`src/rtl/ps2_rx_frame_if.sv`:
```
`default_nettype none
`timescale 1ns/1ps
// ---------------------------------------------------------------------------
// | Module   : ps2_rx_frame_if                                              |
// | Purpose  : PS/2 receive-side bundle: line inputs, enable and results.   |
// | Revision : 1.0  initial release                                         |
// ---------------------------------------------------------------------------
interface ps2_rx_frame_if;
  logic       ps2_c;
  logic       ps2_d;
  logic       rx_en;
  logic [7:0] dout;
  logic       rx_done;
  logic       rx_err;
  logic       rx_idle;

  // The side that owns the PS/2 lines and consumes received bytes.
  modport master (
    output ps2_c, ps2_d, rx_en,
    input  dout, rx_done, rx_err, rx_idle
  );

  // The receiver itself.
  modport slave (
    input  ps2_c, ps2_d, rx_en,
    output dout, rx_done, rx_err, rx_idle
  );
endinterface
`default_nettype wire

```
`src/rtl/ps2_rx_frame.sv`:
```
`default_nettype none
`timescale 1ns/1ps
// ---------------------------------------------------------------------------
// | Module   : ps2_rx_frame                                                 |
// | Purpose  : PS/2 device-to-host receiver. Deserialises 11-bit frames     |
// |            (start, 8 data LSB first, odd parity, stop) with clock       |
// |            glitch filtering and an inter-edge timeout.                  |
// | Revision : 1.0  initial release                                         |
// ---------------------------------------------------------------------------
module ps2_rx_frame #(
  parameter int FILTER_LEN     = 8,
  parameter int TIMEOUT_CYCLES = 100000
) (
  input  logic            clk,
  input  logic            rst,
  ps2_rx_frame_if.slave   bus
);

  localparam int FW = (FILTER_LEN > 2) ? $clog2(FILTER_LEN) : 1;
  localparam int TW = $clog2(TIMEOUT_CYCLES);
  localparam logic [FW-1:0] FILT_LAST = FW'(FILTER_LEN - 1);
  // Leaving RECV on the edge where the counter would reach TIMEOUT_CYCLES-1
  // puts the error pulse exactly TIMEOUT_CYCLES cycles after the last edge.
  localparam logic [TW-1:0] TMO_LAST  = TW'(TIMEOUT_CYCLES - 2);

  typedef enum logic [1:0] {IDLE = 2'd0, RECV = 2'd1, CHECK = 2'd2} state_t;

  logic          c_s1, c_s2, d_s1, d_s2;
  logic          filt, filt_d;
  logic [FW-1:0] fcnt;
  logic          fall_tick;

  state_t        state, state_n;
  logic [9:0]    shreg, shreg_n;
  logic [3:0]    bitcnt, bitcnt_n;
  logic [TW-1:0] tcnt, tcnt_n;
  logic [7:0]    dout_q, dout_n;
  logic          done_q, done_n;
  logic          err_q, err_n;

  // Two-flop synchronisers for both asynchronous PS/2 lines; idle level is 1.
  always_ff @(posedge clk or posedge rst) begin
    if (rst) begin
      c_s1 <= 1'b1; c_s2 <= 1'b1;
      d_s1 <= 1'b1; d_s2 <= 1'b1;
    end else begin
      c_s1 <= bus.ps2_c; c_s2 <= c_s1;
      d_s1 <= bus.ps2_d; d_s2 <= d_s1;
    end
  end

  // Clock filter: level changes only after FILTER_LEN consecutive opposite samples.
  always_ff @(posedge clk or posedge rst) begin
    if (rst) begin
      filt   <= 1'b1;
      filt_d <= 1'b1;
      fcnt   <= '0;
    end else begin
      filt_d <= filt;
      if (c_s2 != filt) begin
        if (fcnt == FILT_LAST) begin
          filt <= c_s2;
          fcnt <= '0;
        end else begin
          fcnt <= fcnt + 1'b1;
        end
      end else begin
        fcnt <= '0;
      end
    end
  end

  assign fall_tick = filt_d & ~filt;

  // Frame state and datapath registers.
  always_ff @(posedge clk or posedge rst) begin
    if (rst) begin
      state  <= IDLE;
      shreg  <= '0;
      bitcnt <= '0;
      tcnt   <= '0;
      dout_q <= 8'h00;
      done_q <= 1'b0;
      err_q  <= 1'b0;
    end else begin
      state  <= state_n;
      shreg  <= shreg_n;
      bitcnt <= bitcnt_n;
      tcnt   <= tcnt_n;
      dout_q <= dout_n;
      done_q <= done_n;
      err_q  <= err_n;
    end
  end

  // Next-state logic: start detect, bit shifting, timeout and frame check.
  always_comb begin
    state_n  = state;
    shreg_n  = shreg;
    bitcnt_n = bitcnt;
    tcnt_n   = tcnt;
    dout_n   = dout_q;
    done_n   = 1'b0;
    err_n    = 1'b0;
    case (state)
      IDLE: begin
        if (fall_tick && bus.rx_en && !d_s2) begin
          state_n  = RECV;
          bitcnt_n = '0;
          tcnt_n   = '0;
        end
      end
      RECV: begin
        if (fall_tick) begin
          // Bits enter at the MSB so after ten shifts data sits in [7:0].
          shreg_n = {d_s2, shreg[9:1]};
          tcnt_n  = '0;
          if (bitcnt == 4'd9) begin
            state_n = CHECK;
          end else begin
            bitcnt_n = bitcnt + 4'd1;
          end
        end else if (tcnt == TMO_LAST) begin
          state_n = IDLE;
          err_n   = 1'b1;
        end else begin
          tcnt_n = tcnt + 1'b1;
        end
      end
      CHECK: begin
        state_n = IDLE;
        if (shreg[9] && (^shreg[8:0])) begin
          dout_n = shreg[7:0];
          done_n = 1'b1;
        end else begin
          err_n = 1'b1;
        end
      end
      default: state_n = IDLE;
    endcase
  end

  assign bus.dout    = dout_q;
  assign bus.rx_done = done_q;
  assign bus.rx_err  = err_q;
  assign bus.rx_idle = (state == IDLE);

endmodule
`default_nettype wire

```
`src/flat_wrapper.sv`:
```
// flat-port wrapper written by rule: the top's interface ports become plain ports
module ps2_rx_frame_flat 
#(
  parameter int FILTER_LEN     = 8,
  parameter int TIMEOUT_CYCLES = 100000
)
  (clk, rst, bus_ps2_c, bus_ps2_d, bus_rx_en, bus_dout, bus_rx_done, bus_rx_err, bus_rx_idle);
  ps2_rx_frame_if bus_i ();
  input  logic clk;
  input  logic rst;
  input wire logic [$bits(bus_i.ps2_c)-1:0] bus_ps2_c;
  input wire logic [$bits(bus_i.ps2_d)-1:0] bus_ps2_d;
  input wire logic [$bits(bus_i.rx_en)-1:0] bus_rx_en;
  output wire logic [$bits(bus_i.dout)-1:0] bus_dout;
  output wire logic [$bits(bus_i.rx_done)-1:0] bus_rx_done;
  output wire logic [$bits(bus_i.rx_err)-1:0] bus_rx_err;
  output wire logic [$bits(bus_i.rx_idle)-1:0] bus_rx_idle;
  assign bus_i.ps2_c = bus_ps2_c;
  assign bus_i.ps2_d = bus_ps2_d;
  assign bus_i.rx_en = bus_rx_en;
  assign bus_dout = bus_i.dout;
  assign bus_rx_done = bus_i.rx_done;
  assign bus_rx_err = bus_i.rx_err;
  assign bus_rx_idle = bus_i.rx_idle;
  ps2_rx_frame #(.FILTER_LEN(FILTER_LEN), .TIMEOUT_CYCLES(TIMEOUT_CYCLES)) u_core (.clk(clk), .rst(rst), .bus(bus_i));
endmodule
```
`config.mk`:
```
export PLATFORM = sky130hd
export DESIGN_NAME = ps2_rx_frame_flat
export DESIGN_NICKNAME = d
export VERILOG_FILES = /design/src/rtl/ps2_rx_frame_if.sv /design/src/rtl/ps2_rx_frame.sv /design/src/flat_wrapper.sv
export SDC_FILE = /design/constraint.sdc
export NUM_CORES = 1
export LEC_CHECK = 0
export ABC_AREA = 1
export CORE_UTILIZATION = 50
export CTS_BUF_LIST = sky130_fd_sc_hd__clkbuf_4
export DETAILED_ROUTE_END_ITERATION = 8
export GPL_TIMING_DRIVEN = 0
export PLACE_DENSITY = 0.8
export SYNTH_ARGS = -nofsm -noshare
export SYNTH_HDL_FRONTEND = slang
export SYNTH_SLANG_ARGS = --single-unit
```
`constraint.sdc`:
```
create_clock -name clk -period 3.5 [get_ports clk]
set_input_delay 0.35 -clock clk [delete_from_list [all_inputs] [get_ports clk]]
set_output_delay 0.35 -clock clk [all_outputs]
set_load 0.1 [all_outputs]
```
==> results.md <==
* Final routed wirelength across all metal layers at roughly 5.6 mm
* Highest attainable clock frequency at roughly 370 MHz
* Net Count, Synth at approximately 360
* Clock buffer count from CTS at 5
* Post-detailed-route count of antenna-violating nets at 0
* Setup_tns at 0 ns
* Cell area after synthesis at 2800 sq um
* Total via count in the routed design at 2243
* GR Overflow Total at 0
* Number of optimization iterations in the first detailed-route pass at 5
* Static leakage at between 1 and 1.5 nW
* Flop-to-flop setup slack at between 1.5 and 2 ns
* Initial Utilization at 0.5346
* Die area at 5904 sq um
* Worst max-slew margin expressed relative to the limit at 0.3509
* # IOs at 16
* Area growth from synthesis to layout at 12.20%
* Final cycle utilization of the critical path at 0.7714
* Cell types with the largest area share after synthesis: sky130_fd_sc_hd__dfrtp_1 (41%), sky130_fd_sc_hd__nand2_1 (13%), sky130_fd_sc_hd__dfstp_2 (5.6%)
* CP Class: reg2out
* Post-route worst hold slack at ~0.26 ns
* Cells on worst reg2reg path at 11
* Antenna violations before repair at 0
* Endpoint required time on the critical path at 3.15 ns
* Layout filler cell count at 464
* NumNets Final at around 380
* Worst-case clock skew at 0.01956 ns
* Initial detailed-routing violation count at 130
* Clk slew on worst S/H paths at ~0.16 ns
* Count of hold-fix buffers inserted at cts at 0
* Layout cell share with drive strength beyond 1 at 0.1315
* Number of flops mapped to enable cells by yosys at 0
* Dominant synthesized flop cell: sky130_fd_sc_hd__dfrtp_1
* First-pass GRT wire length at between 9 and 10 mm
* Number of maximum-capacitance violations at 0
* Pin count of the biggest net entering global routing at 34
* Port buffer count at 15
* Num rows at 26
* Average wire per standard cell at around 13 microns
* RSZ-0062 raised after global routing: no
* Gate Count Post-Synth at approximately 340
* CTS tree: yes
* Sequential standard cell area at around 1300 sq um
* Clock Latency Late Sink at just under 0.4 ns
* Number of endpoints failing setup at the final stage at 0
* Avg Vias per Cell at a little over 5
* Placer Congestion at roughly 0.9
* Standard cell core area at between 5000 and 6000 sq um
* Chip Height at 76.84 microns
* Number of warnings printed during yosys synthesis at 0
* Total of flip-flops plus latches after synthesis at 52
* Peak VDD IR at 0.3620 mV
* Shortest clock period the worst path allows after layout at about 2.7 ns
* Sum of net half-perimeters after detailed placement at just over 4 mm
* PnR worst setup slack at between 0.8 and 0.9 ns
* Total power divided by cell area at 641.4 nW/um^2
* DRC violation count after routing at 0
* Average footprint of a synthesized cell at roughly 8.2 sq um
* Data arrival time of the critical path at between 2 and 2.5 ns
* Largest area contributor in the synthesized netlist: sky130_fd_sc_hd__dfrtp_1
* Total routing usage reported by global routing at 0.2073
* Actual transition at the worst max-transition pin at between 0.9 and 1 ns
* Status: complete, no violations
* Maximum net fanout on the critical path at 4
* Floorplan die width at 76.84 microns
* Distinct cell type count of the synthesized netlist at 31
* Root Buffer: sky130_fd_sc_hd__clkbuf_4
* Antenna Diode Count at 0
* Combined area of the multi-input logic cells at 1301 sq um
* Fin. max-slew vios at 0
* Pre-CTS setup slack at ~1.2 ns
* Number of global-route vias before repair at around 2200
* Tightest Hold Check Type: in2async
* Worst Setup End Kind: output pin
* Bufs on Longest Clock Path at 2
* H-tree depth reported by CTS at 2
* Fraction of synthesis flops using an asynchronous set or reset pin at 1.000
* TritonCTS Sinks at 52
* Hold Violations, Final at 0
* Share of Yosys cell area claimed by the top area cell type at 0.4111
* Setup bufs post-CTS at 0
* Post-CTS resize count at 0
* Startpoint kind of the worst setup timing path: register
* Post-synthesis sequential area ratio at 0.4674
[power by group]
| part | leakage, nW | switching, mW | internal, mW | total [mW] |
|---|---|---|---|---|
| Combinational | 0.716 | 0.612 | 0.262 | 0.874 |
| Clock | 0.0463 | 0.203 | 0.161 | 0.364 |
| Sequential | 0.692 | 0.0799 | 0.697 | 0.777 |
[placed cells by master (no fill, tap or decap)]
| master | Yosys | final |
|---|---|---|
| sky130_fd_sc_hd__nand4_1 | 11 | 11 |
| sky130_fd_sc_hd__inv_4 | 1 | 1 |
| sky130_fd_sc_hd__nand3_1 | 22 | 22 |
| sky130_fd_sc_hd__bufinv_16 | 0 | 1 |
| sky130_fd_sc_hd__or2_2 | 1 | 1 |
| sky130_fd_sc_hd__inv_1 | 36 | 35 |
| sky130_fd_sc_hd__buf_8 | 1 | 1 |
| sky130_fd_sc_hd__nand2_2 | 1 | 1 |
| sky130_fd_sc_hd__buf_4 | 1 | 1 |
| sky130_fd_sc_hd__nand2_4 | 1 | 1 |
| sky130_fd_sc_hd__inv_2 | 2 | 3 |
| sky130_fd_sc_hd__clkdlybuf4s50_1 | 0 | 15 |
| sky130_fd_sc_hd__o21a_1 | 1 | 1 |
| sky130_fd_sc_hd__nor2_1 | 32 | 32 |
| sky130_fd_sc_hd__mux2_2 | 2 | 2 |
| sky130_fd_sc_hd__nor2_2 | 3 | 3 |
| sky130_fd_sc_hd__nor3_1 | 5 | 5 |
| sky130_fd_sc_hd__nand3_2 | 7 | 7 |
| sky130_fd_sc_hd__nor2_4 | 3 | 3 |
| sky130_fd_sc_hd__clkbuf_4 | 0 | 6 |
| sky130_fd_sc_hd__xnor2_1 | 3 | 3 |
| sky130_fd_sc_hd__a21oi_1 | 3 | 3 |
| sky130_fd_sc_hd__buf_12 | 0 | 1 |
| sky130_fd_sc_hd__dfrtp_1 | 46 | 46 |
| sky130_fd_sc_hd__ha_1 | 9 | 9 |
| sky130_fd_sc_hd__o21ai_2 | 6 | 6 |
| sky130_fd_sc_hd__dfstp_2 | 6 | 6 |
| sky130_fd_sc_hd__clkbuf_1 | 1 | 1 |
| sky130_fd_sc_hd__and3_1 | 1 | 1 |
| sky130_fd_sc_hd__nand3b_1 | 1 | 1 |
| sky130_fd_sc_hd__o31ai_1 | 1 | 1 |
| sky130_fd_sc_hd__nand2_1 | 99 | 99 |
| sky130_fd_sc_hd__inv_6 | 0 | 1 |
| sky130_fd_sc_hd__buf_2 | 3 | 3 |
| sky130_fd_sc_hd__xor2_1 | 11 | 11 |
| sky130_fd_sc_hd__o21ai_0 | 21 | 21 |
[cells by family (layout without fill, tap and decap cells)]
group	after synthesis	after routing	share of synthesized area
AOI/OAI and AO/OA	32	32	0.06702
xor gates and xnor gates	14	14	0.04379
DFF	52	52	0.4674
adders and majority gates	9	9	0.04022
and+or+nand+nor	187	187	0.3056
buffers and inverters	45	69	0.06792
muxes	2	2	0.008042
[area by class of cell]
cell class              count  share of cell area
plain buffers               6             0.01314
multi-input cells         244              0.4142
repair buffers             16             0.05416
inverters                  39             0.04739
well taps                  70             0.02788
flip-flops and latches     52              0.4166
clock inverters             2             0.01235
clock buffers               6             0.01434
[final timing paths]
path	start	end
setup / recovery	u_core.state[0]	bus_rx_idle
hold / removal	rst	u_core.tcnt[11]
setup reg to reg	u_core.state[1]	u_core.tcnt[13]
hold reg to reg	u_core.c_s1	u_core.c_s2
max in group asynchronous	rst	u_core.tcnt[9]
min in group clk	bus_ps2_c	u_core.c_s1
[synth_stat cells, drive strengths merged, types with 5 or more instances]
| cell type | number |
|---|---|
| dfstp | 6 |
| nand4 | 11 |
| nor3 | 5 |
| inv | 39 |
| buf | 5 |
| o21ai | 27 |
| dfrtp | 46 |
| ha | 9 |
| xor2 | 11 |
| nand3 | 29 |
| nand2 | 101 |
| nor2 | 38 |
[sequential cells by signal, indices dropped and copies added, names as in the netlist, 2 cells and up]
signal / cells
u_core.tcnt: 17
u_core.shreg: 10
u_core.bus.dout: 8
u_core.bitcnt: 4
u_core.fcnt: 3
u_core.state: 2
[worst max-delay path, cell delays in order (launching register included)]
cell and delay (ns):
sky130_fd_sc_hd__dfrtp_1 0.42, sky130_fd_sc_hd__inv_1 0.12, sky130_fd_sc_hd__ha_1 0.26, sky130_fd_sc_hd__clkdlybuf4s50_1 1.16
[stage by stage]
step,power (mW),cell area [sq um],std cells,util
floorplan,1.455,2800,341,-
global placement,1.627,3038,426,0.5800
detailed placement,1.660,3058,427,0.5839
CTS,2.016,3142,435,0.5999
global route,2.150,3142,435,0.5999
finish,2.015,3142,435,0.5999
[layer usage]
| layer | track usage | vias up | part of all wire |
|---|---|---|---|
| met5 | 0 | - | 0 |
| met1 | 0.2665 | 1053 | 0.46 |
| met2 | 0.3607 | 50 | 0.48 |
| li1 | - | 1133 | - |
| met4 | 0.04231 | 0 | 0.0093 |
| met3 | 0.04048 | 7 | 0.047 |
Note: power is estimated with default switching activity, not from simulation.
